`src/rtl/b9_vector_shuttle_if.sv`:
```
`default_nettype none
// ============================================================================
// Module      : b9_vector_shuttle_if
// Description : Byte-stream and b9-bus signal bundle for the vector shuttle.
//               master = host/harness side, slave = shuttle side.
// Revision    : 1.0 - initial release
// ============================================================================
interface b9_vector_shuttle_if #(
   parameter int IN_W  = 41,
   parameter int OUT_W = 21
) ();
   logic [7:0]       in_data;
   logic             in_valid;
   logic             in_ready;
   logic [IN_W-1:0]  vec_out;
   logic [OUT_W-1:0] resp_in;
   logic [7:0]       out_data;
   logic             out_valid;
   logic             out_ready;
   logic             busy;
   logic             pad_err;

   modport master (
      output in_data, in_valid, resp_in, out_ready,
      input  in_ready, vec_out, out_data, out_valid, busy, pad_err
   );

   modport slave (
      input  in_data, in_valid, resp_in, out_ready,
      output in_ready, vec_out, out_data, out_valid, busy, pad_err
   );
endinterface
`default_nettype wire

```
`src/rtl/b9_vector_shuttle.sv`:
```
`default_nettype none
// ============================================================================
// Module      : b9_vector_shuttle
// Description : Assembles IN_W-bit vectors from an LSB-first byte stream,
//               drives them to a b9 instance, captures the OUT_W-bit response
//               SETTLE cycles after the vector update and streams it back out
//               LSB-first as bytes.
// Revision    : 1.0 - initial release
// ============================================================================
module b9_vector_shuttle #(
   parameter int IN_W   = 41,
   parameter int OUT_W  = 21,
   parameter int SETTLE = 2
) (
   input  logic                  clk,
   input  logic                  rst,
   b9_vector_shuttle_if.slave    bus
);

   localparam int NB_IN     = (IN_W + 7) / 8;
   localparam int NB_OUT    = (OUT_W + 7) / 8;
   localparam int IN_CNT_W  = $clog2(NB_IN + 1);
   localparam int OUT_CNT_W = $clog2(NB_OUT + 1);
   localparam int RESP_W    = NB_OUT * 8;
   // Number of real vector bits carried by the last input byte.
   localparam int PAD_SHIFT = IN_W - 8 * (NB_IN - 1);

   localparam logic [7:0]           PAD_MASK    = 8'(16'h00FF << PAD_SHIFT);
   localparam logic [IN_CNT_W-1:0]  IN_LAST     = IN_CNT_W'(NB_IN - 1);
   localparam logic [OUT_CNT_W-1:0] OUT_LAST    = OUT_CNT_W'(NB_OUT - 1);
   localparam logic [3:0]           SETTLE_INIT = 4'(SETTLE - 1);

   localparam logic [1:0] S_LOAD  = 2'd0;
   localparam logic [1:0] S_APPLY = 2'd1;
   localparam logic [1:0] S_WAIT  = 2'd2;
   localparam logic [1:0] S_SEND  = 2'd3;

   logic [1:0]           state_q,   state_d;
   logic [IN_CNT_W-1:0]  in_cnt_q,  in_cnt_d;
   logic [OUT_CNT_W-1:0] out_cnt_q, out_cnt_d;
   logic [IN_W-1:0]      staging_q, staging_d;
   logic [IN_W-1:0]      vec_q,     vec_d;
   logic [RESP_W-1:0]    resp_q,    resp_d;
   logic [3:0]           settle_q,  settle_d;
   logic                 pad_err_q, pad_err_d;

   // State and datapath registers with synchronous reset.
   always_ff @(posedge clk) begin
      if (rst) begin
         state_q   <= S_LOAD;
         in_cnt_q  <= '0;
         out_cnt_q <= '0;
         staging_q <= '0;
         vec_q     <= '0;
         resp_q    <= '0;
         settle_q  <= '0;
         pad_err_q <= 1'b0;
      end else begin
         state_q   <= state_d;
         in_cnt_q  <= in_cnt_d;
         out_cnt_q <= out_cnt_d;
         staging_q <= staging_d;
         vec_q     <= vec_d;
         resp_q    <= resp_d;
         settle_q  <= settle_d;
         pad_err_q <= pad_err_d;
      end
   end

   // Next-state selection: load bytes, apply, settle, send response.
   always_comb begin
      state_d = state_q;
      case (state_q)
         S_LOAD:  if (bus.in_valid && (in_cnt_q == IN_LAST)) state_d = S_APPLY;
         S_APPLY: state_d = S_WAIT;
         S_WAIT:  if (settle_q == 4'd0) state_d = S_SEND;
         S_SEND:  if (bus.out_ready && (out_cnt_q == OUT_LAST)) state_d = S_LOAD;
         default: state_d = S_LOAD;
      endcase
   end

   // Datapath updates: byte staging, vector apply, settle count, response shift.
   always_comb begin
      in_cnt_d  = in_cnt_q;
      out_cnt_d = out_cnt_q;
      staging_d = staging_q;
      vec_d     = vec_q;
      resp_d    = resp_q;
      settle_d  = settle_q;
      pad_err_d = pad_err_q;
      case (state_q)
         S_LOAD: begin
            if (bus.in_valid) begin
               // Bits beyond IN_W-1 of the last byte have no staging home.
               for (int b = 0; b < IN_W; b++) begin
                  if (IN_CNT_W'(b / 8) == in_cnt_q) staging_d[b] = bus.in_data[b % 8];
               end
               if (in_cnt_q == IN_LAST) begin
                  in_cnt_d = '0;
                  if ((bus.in_data & PAD_MASK) != 8'd0) pad_err_d = 1'b1;
               end else begin
                  in_cnt_d = in_cnt_q + 1'b1;
               end
            end
         end
         S_APPLY: begin
            vec_d    = staging_q;
            settle_d = SETTLE_INIT;
         end
         S_WAIT: begin
            if (settle_q == 4'd0) begin
               resp_d              = '0;
               resp_d[OUT_W-1:0]   = bus.resp_in;
            end else begin
               settle_d = settle_q - 4'd1;
            end
         end
         S_SEND: begin
            if (bus.out_ready) begin
               resp_d = resp_q >> 8;
               if (out_cnt_q == OUT_LAST) out_cnt_d = '0;
               else                       out_cnt_d = out_cnt_q + 1'b1;
            end
         end
         default: ;
      endcase
   end

   // Outputs depend on registered state only, never on in_valid/out_ready.
   always_comb begin
      bus.in_ready  = (state_q == S_LOAD);
      bus.out_valid = (state_q == S_SEND);
      bus.busy      = !((state_q == S_LOAD) && (in_cnt_q == '0));
      bus.out_data  = resp_q[7:0];
      bus.vec_out   = vec_q;
      bus.pad_err   = pad_err_q;
   end

endmodule
`default_nettype wire

```
`src/flat_wrapper.sv`:
```
// flat-port wrapper written by rule: the top's interface ports become plain ports
module b9_vector_shuttle_flat 
#(
   parameter int IN_W   = 41,
   parameter int OUT_W  = 21,
   parameter int SETTLE = 2
)
  (clk, rst, bus_in_data, bus_in_valid, bus_resp_in, bus_out_ready, bus_in_ready, bus_vec_out, bus_out_data, bus_out_valid, bus_busy, bus_pad_err);
  b9_vector_shuttle_if #(.IN_W(IN_W), .OUT_W(OUT_W)) bus_i ();
  input  logic clk;
  input  logic rst;
  input wire logic [$bits(bus_i.in_data)-1:0] bus_in_data;
  input wire logic [$bits(bus_i.in_valid)-1:0] bus_in_valid;
  input wire logic [$bits(bus_i.resp_in)-1:0] bus_resp_in;
  input wire logic [$bits(bus_i.out_ready)-1:0] bus_out_ready;
  output wire logic [$bits(bus_i.in_ready)-1:0] bus_in_ready;
  output wire logic [$bits(bus_i.vec_out)-1:0] bus_vec_out;
  output wire logic [$bits(bus_i.out_data)-1:0] bus_out_data;
  output wire logic [$bits(bus_i.out_valid)-1:0] bus_out_valid;
  output wire logic [$bits(bus_i.busy)-1:0] bus_busy;
  output wire logic [$bits(bus_i.pad_err)-1:0] bus_pad_err;
  assign bus_i.in_data = bus_in_data;
  assign bus_i.in_valid = bus_in_valid;
  assign bus_i.resp_in = bus_resp_in;
  assign bus_i.out_ready = bus_out_ready;
  assign bus_in_ready = bus_i.in_ready;
  assign bus_vec_out = bus_i.vec_out;
  assign bus_out_data = bus_i.out_data;
  assign bus_out_valid = bus_i.out_valid;
  assign bus_busy = bus_i.busy;
  assign bus_pad_err = bus_i.pad_err;
  b9_vector_shuttle #(.IN_W(IN_W), .OUT_W(OUT_W), .SETTLE(SETTLE)) u_core (.clk(clk), .rst(rst), .bus(bus_i));
endmodule
```
`config.mk`:
```
export PLATFORM = sky130hd
export DESIGN_NAME = b9_vector_shuttle_flat
export DESIGN_NICKNAME = d
export VERILOG_FILES = /design/src/rtl/b9_vector_shuttle_if.sv /design/src/rtl/b9_vector_shuttle.sv /design/src/flat_wrapper.sv
export SDC_FILE = /design/constraint.sdc
export NUM_CORES = 1
export LEC_CHECK = 0
export ABC_AREA = 1
export CORE_ASPECT_RATIO = 1.75
export CORE_UTILIZATION = 45
export CTS_BUF_LIST = sky130_fd_sc_hd__clkbuf_4
export DETAILED_ROUTE_END_ITERATION = 8
export PLACE_DENSITY = 0.78
export SYNTH_ARGS = -nofsm -noshare
export SYNTH_HDL_FRONTEND = slang
export SYNTH_SLANG_ARGS = --single-unit
```
`constraint.sdc`:
```
create_clock -name clk -period 1.6 [get_ports clk]
set_clock_uncertainty 0.15 [all_clocks]
set_input_delay 0.48 -clock clk [delete_from_list [all_inputs] [get_ports clk]]
set_output_delay 0.48 -clock clk [all_outputs]
set_load 0.01 [all_outputs]
```
Yosys cells after proc, flatten, opt, wreduce, memory -nomap -nowiden:

Cells that the tools add are included.

* bits in registers: 118
* output and inout port bits: 53

* $add $sub $neg: 3
* equality and inequality tests: 15
* multiplexer cells: 11
* reductions and logical operators: 22

Operators with widths (count)
* 24-bit 2-to-1 mux: 2
* 24-bit one-hot mux with 2 select lines: 1
* 3-bit AND reduction: 8
* 2-bit 2-to-1 mux: 4
* 2-bit one-hot mux with 4 select lines: 1
* 4-bit one-hot mux with 2 select lines: 1
* 8-bit nonzero test: 1
* 2-bit equality test (second input constant): 3
* 2-bit by 3-bit equality test with 1-bit output (first input constant): 2
* 3-bit equality test (first input constant): 2
* 2-bit by 1-bit inequality test with 1-bit output (second input constant): 3
* 2-bit AND reduction: 3
* 4-bit logical NOT: 1
* 4-bit 2-to-1 mux: 1
* 2-bit inequality test (second input constant): 2
* 4-bit AND reduction: 1
* 2-bit nonzero test: 2
* 4-bit by 1-bit subtractor with 4-bit output (second input constant): 1
* 3-bit by 1-bit adder with 3-bit output (second input constant): 1
* 1-bit by 3-bit equality test with 1-bit output (first input constant): 1
* 3-bit equality test (second input constant): 1
* 1-bit logical AND: 3
* 3-bit logical NOT: 1
* 3-bit 2-to-1 mux: 1
* 4 further kinds: 4

Depth between registers and ports, before layout:

* depth after elaboration: 4
* depth in mapped cells: 10
* depth with buffers taken out: 9

Worst setup path before layout:

OpenSTA, ideal clock, no wires.

* path type: register to register
* from: register u_core.state_q[0]
* to: register u_core.resp_q[10]
* arrival: 1376 ps
* data required time: 1334 ps
* slack: -42 ps
* cell stages (with the launch flop): 11
* period minus slack after synthesis: 1642 ps
* cells stage by stage: dfxtp_1 > ha_1 > buf_4 > nand2_2 > o21ai_1 > nand2_2 > inv_2 > buf_6 > buf_6 > nor2_1 > nor2_1

* word-level cells in the longest chain between the ends: 3
* elaborated cells on any way between the ends: 7
* classes of those cells: eq/ne: 4; mux: 1; reduce/logical: 2

RTL lines
* start: declaration: line b9_vector_shuttle.sv:38 `logic [1:0] state_q, state_d;`
* start signal: assignment: line b9_vector_shuttle.sv:59 `state_q <= state_d;`
* 2-bit equality test (*)
* net bus_out_valid: line flat_wrapper.sv:19 `output wire logic [$bits(bus_i.out_valid)-1:0] bus_out_valid;`
* 2-bit inequality test (no source line) or 2-bit nonzero test (tied branches)
* 3-bit AND reduction (no source line)
* end signal: assignment: line b9_vector_shuttle.sv:64 `resp_q <= resp_d;`
* end: declaration: line b9_vector_shuttle.sv:43 `logic [RESP_W-1:0] resp_q, resp_d;`

Mark *: on every way through the listed nets, which the timed path passes. The rest lies on a longest branch.
A chain may end at the register's enable or synchronous reset.

Worst setup path after layout:

* from: register u_core.state_q[0]
* to: register u_core.staging_q[23]

* word-level cells in the longest chain between the ends: 2

RTL lines
* 2-bit logical NOT: line b9_vector_shuttle.sv:91 `case (state_q)`
* 3-bit AND reduction (no source line)
* end signal: assignment: line b9_vector_shuttle.sv:62 `staging_q <= staging_d;`
* end: declaration: line b9_vector_shuttle.sv:41 `logic [IN_W-1:0] staging_q, staging_d;`

No other way between the ends.

==> run summary <==
Tcrit/Tclk final: 1.20
TritonCTS clock tree: done
Worst Slack Setup Final: -0.325 ns
total grt overflow: 0
relative slew slack: 0.680
Worst EP arrival: 2.21 ns
FFs w/ async S/R, synth: 0
Layout area overhead: 56.5%
Mapped Avg Cell Area: 7.69 um2
CTS buffer count: 17
Initial Util: 0.462
power share of the sequential group: 0.350
router iterations before antenna repair: 4
number of flops mapped to enable cells by yosys: 0
fraction of layout cells with a size suffix above 1: 0.461
Routed Antenna Nets: 0
Synthesized Nets: 631
main flop type after synthesis: dfxtp_1
DR vias/cell: 5.20
failing checks: negative setup slack
post-synthesis register bit count: 115
HP Class: flip-flop to flip-flop
Non-Filler Instances: 865
RSZ-0062 raised after global routing: true
# IOs: 86
Global Route Usage Sum: 0.231
Finish-stage setup viols: 74
DP Area: 0.00571 mm2
first-pass GRT wire length: 18.7 mm
synth top area cells: dfxtp_1 51%, nor2_1 11%, o21ai_0 9.5%
Comb pwr share: 0.445
CP Max Fanout: 8
Skew-Pair Late Insertion Delay: 0.51 ns
via count: 4497
Final Hold Fails: 0
FMAX: 519 MHz
H-tree levels: 4
top-area cell type share of the netlist area: 0.506
synth unique cells: 27
# rows: 48
Yosys warning total: 0
Routability Congestion: 0.805
Max VDD drop: 1020 uV
most frequent CP cell: buf_6
IO Port Bufs: 85
vias in the first global route: 4142
drt initial violations: 158
minimum clock period: 1.93 ns
Synth area leader: dfxtp_1
cell area after layout: 0.00712 mm2
# DRC: 0
Max stage delay on crit path: 0.34 ns
switching power: 4.31 mW
Placed Cells: 800
Post-Syn Area: 0.00455 mm2
max capacitance violation total: 0
clock group share of total power: 0.205
reg2reg setup slack: -0.33 ns
Layout Nets: 765
Seq/Total Area, Yosys: 0.506
total core area: 0.00985 mm2
CTS clock-pin slew for the worst setup and hold paths: 0.09 ns
pin count of the biggest net entering global routing: 42
Slew @ Worst Pin: 0.479 ns
die width: 78.0 um
CTS root buf: clkbuf_4
CP delay by family, top: buffers and inverters
clock sinks: 115
critical path class: flip-flop to flip-flop
startpoint types: flip-flop
Total Wirelength: 13.5 mm
initial antenna violation count: 1
sw frac: 0.358
fillers: 656
Slew Limit Fails: 0
crit path buf inv count: 6
status: complete, but fails checks
Setup crit end kind: flip-flop
slowest CP cell: dfxtp_2
P_leak: 3.13 nW
drt wl/cell: 15.6 um
clk buf depth: 2
pwr/cell area: 1690 mW/mm2
commonest cells after routing, fill and taps aside: 117 x nor2_1, 65 x nand2_1, 60 x buf_6, 60 x dfxtp_1, 54 x dfxtp_2
hpwl dp: 7.65 mm
setup TNS: -12.91 ns
Int Power: 7.73 mW
required time worst endpoint: 1.89 ns
WHS: 0.326 ns
commonest non-fill, non-tap cell in the layout: nor2_1
Die ar.: 0.0105 mm2
Syn Inst Count: 592
die height: 135 um
cells along the critical path: inv_2, ha_4, buf_4, buf_6, buf_6, buf_6, nand2_8, nor2_4, inv_8, nor2_8, o21ai_1, a21oi_2
## power by group through the flow
stage	registers, mW	logic, mW	clock network, mW
floorplan	4.09	2.02	0
global placement	3.99	3.53	0
detailed placement	4.01	3.64	0
CTS	4.12	4.09	2.52
global route	4.29	5.78	2.64
finish	4.21	5.36	2.47
## worst register-to-register path, cell delays in order (launching register included)
cell and delay (ns):
dfxtp_2 0.34, inv_2 0.08, ha_4 0.15, buf_4 0.11, buf_6 0.08, buf_6 0.08, buf_6 0.11, nand2_8 0.08
nor2_4 0.15, inv_8 0.10, nor2_8 0.19, o21ai_1 0.12, a21oi_2 0.13
## flip-flops by register name, indices dropped and copies added, names as in the netlist
register,count
u_core.bus.vec_out,41
u_core.staging_q,41
u_core.resp_q,21
u_core.settle_q,4
u_core.in_cnt_q,3
u_core.out_cnt_q,2
u_core.state_q,2
u_core.bus.pad_err,1
## path summary, 6_finish.rpt
| kind | start | endpoint | cells after the start |
|---|---|---|---|
| setup / recovery | u_core.state_q[0]$_SDFFE_PP0P_ | u_core.staging_q[23]$_SDFFE_PP0P_ | 12 |
| hold / removal | u_core.staging_q[25]$_SDFFE_PP0P_ | u_core.staging_q[25]$_SDFFE_PP0P_ | 2 |
| setup reg to reg | u_core.state_q[0]$_SDFFE_PP0P_ | u_core.staging_q[23]$_SDFFE_PP0P_ | 12 |
| hold reg to reg | u_core.staging_q[25]$_SDFFE_PP0P_ | u_core.staging_q[25]$_SDFFE_PP0P_ | 2 |
## stage by stage
step / total power [mW] / utilization / setup WS [ns]
after floorplan: 6.11 / - / 0.00279
after global placement: 7.52 / 0.579 / -0.327
after detailed placement: 7.66 / 0.579 / -0.398
after CTS: 10.7 / 0.644 / -0.335
after global routing: 12.7 / 0.723 / -0.379
final: 12.0 / 0.723 / -0.325
## final cells by class
cell class	count	area [um2]	share of cell area
clock buffers	19	143	0.0200
well taps	125	156	0.0220
clock inverters	13	189	0.0265
inverters	32	149	0.0209
multi-input cells	407	2470	0.347
repair buffers	153	1640	0.230
diodes	1	2.50	0.000351
flip-flops and latches	115	2370	0.333
## per-layer routing
metal	track usage	vias to the layer above	part of all wire
met5	0	-	0
met4	0.104	0	0.034
met3	0.0703	39	0.046
met2	0.435	149	0.56
met1	0.228	2122	0.36
li1	-	2187	-
## synthesized netlist by cell type (5+ instances only)
library cell    n
nor2_1        138
dfxtp_1       115
o21ai_0        86
nand2_1        85
a21oi_1        48
inv_1          27
clkbuf_1       21
nand3_1        13
buf_4          10
buf_6           6
ha_1            6
o21ai_1         5
## kinds of logic (layout without fill, tap and decap cells)
kind of cell / Yosys count / after routing / synth area share
compound gates: 146 / 146 / 0.165
simple gates: 251 / 255 / 0.232
buf+inv: 74 / 217 / 0.0808
fa+ha+maj: 6 / 6 / 0.0165
flops: 115 / 115 / 0.506
other cells: 0 / 1 / 0
## repair_timing
item,4_1_cts,5_1_grt
pin swaps,7,40
setup buffers,4,21
cloned,6,3
setup endpoints to repair,111,116
hold buffers,0,0
gates resized for setup,355,176
(Power assumes the default switching activity.)
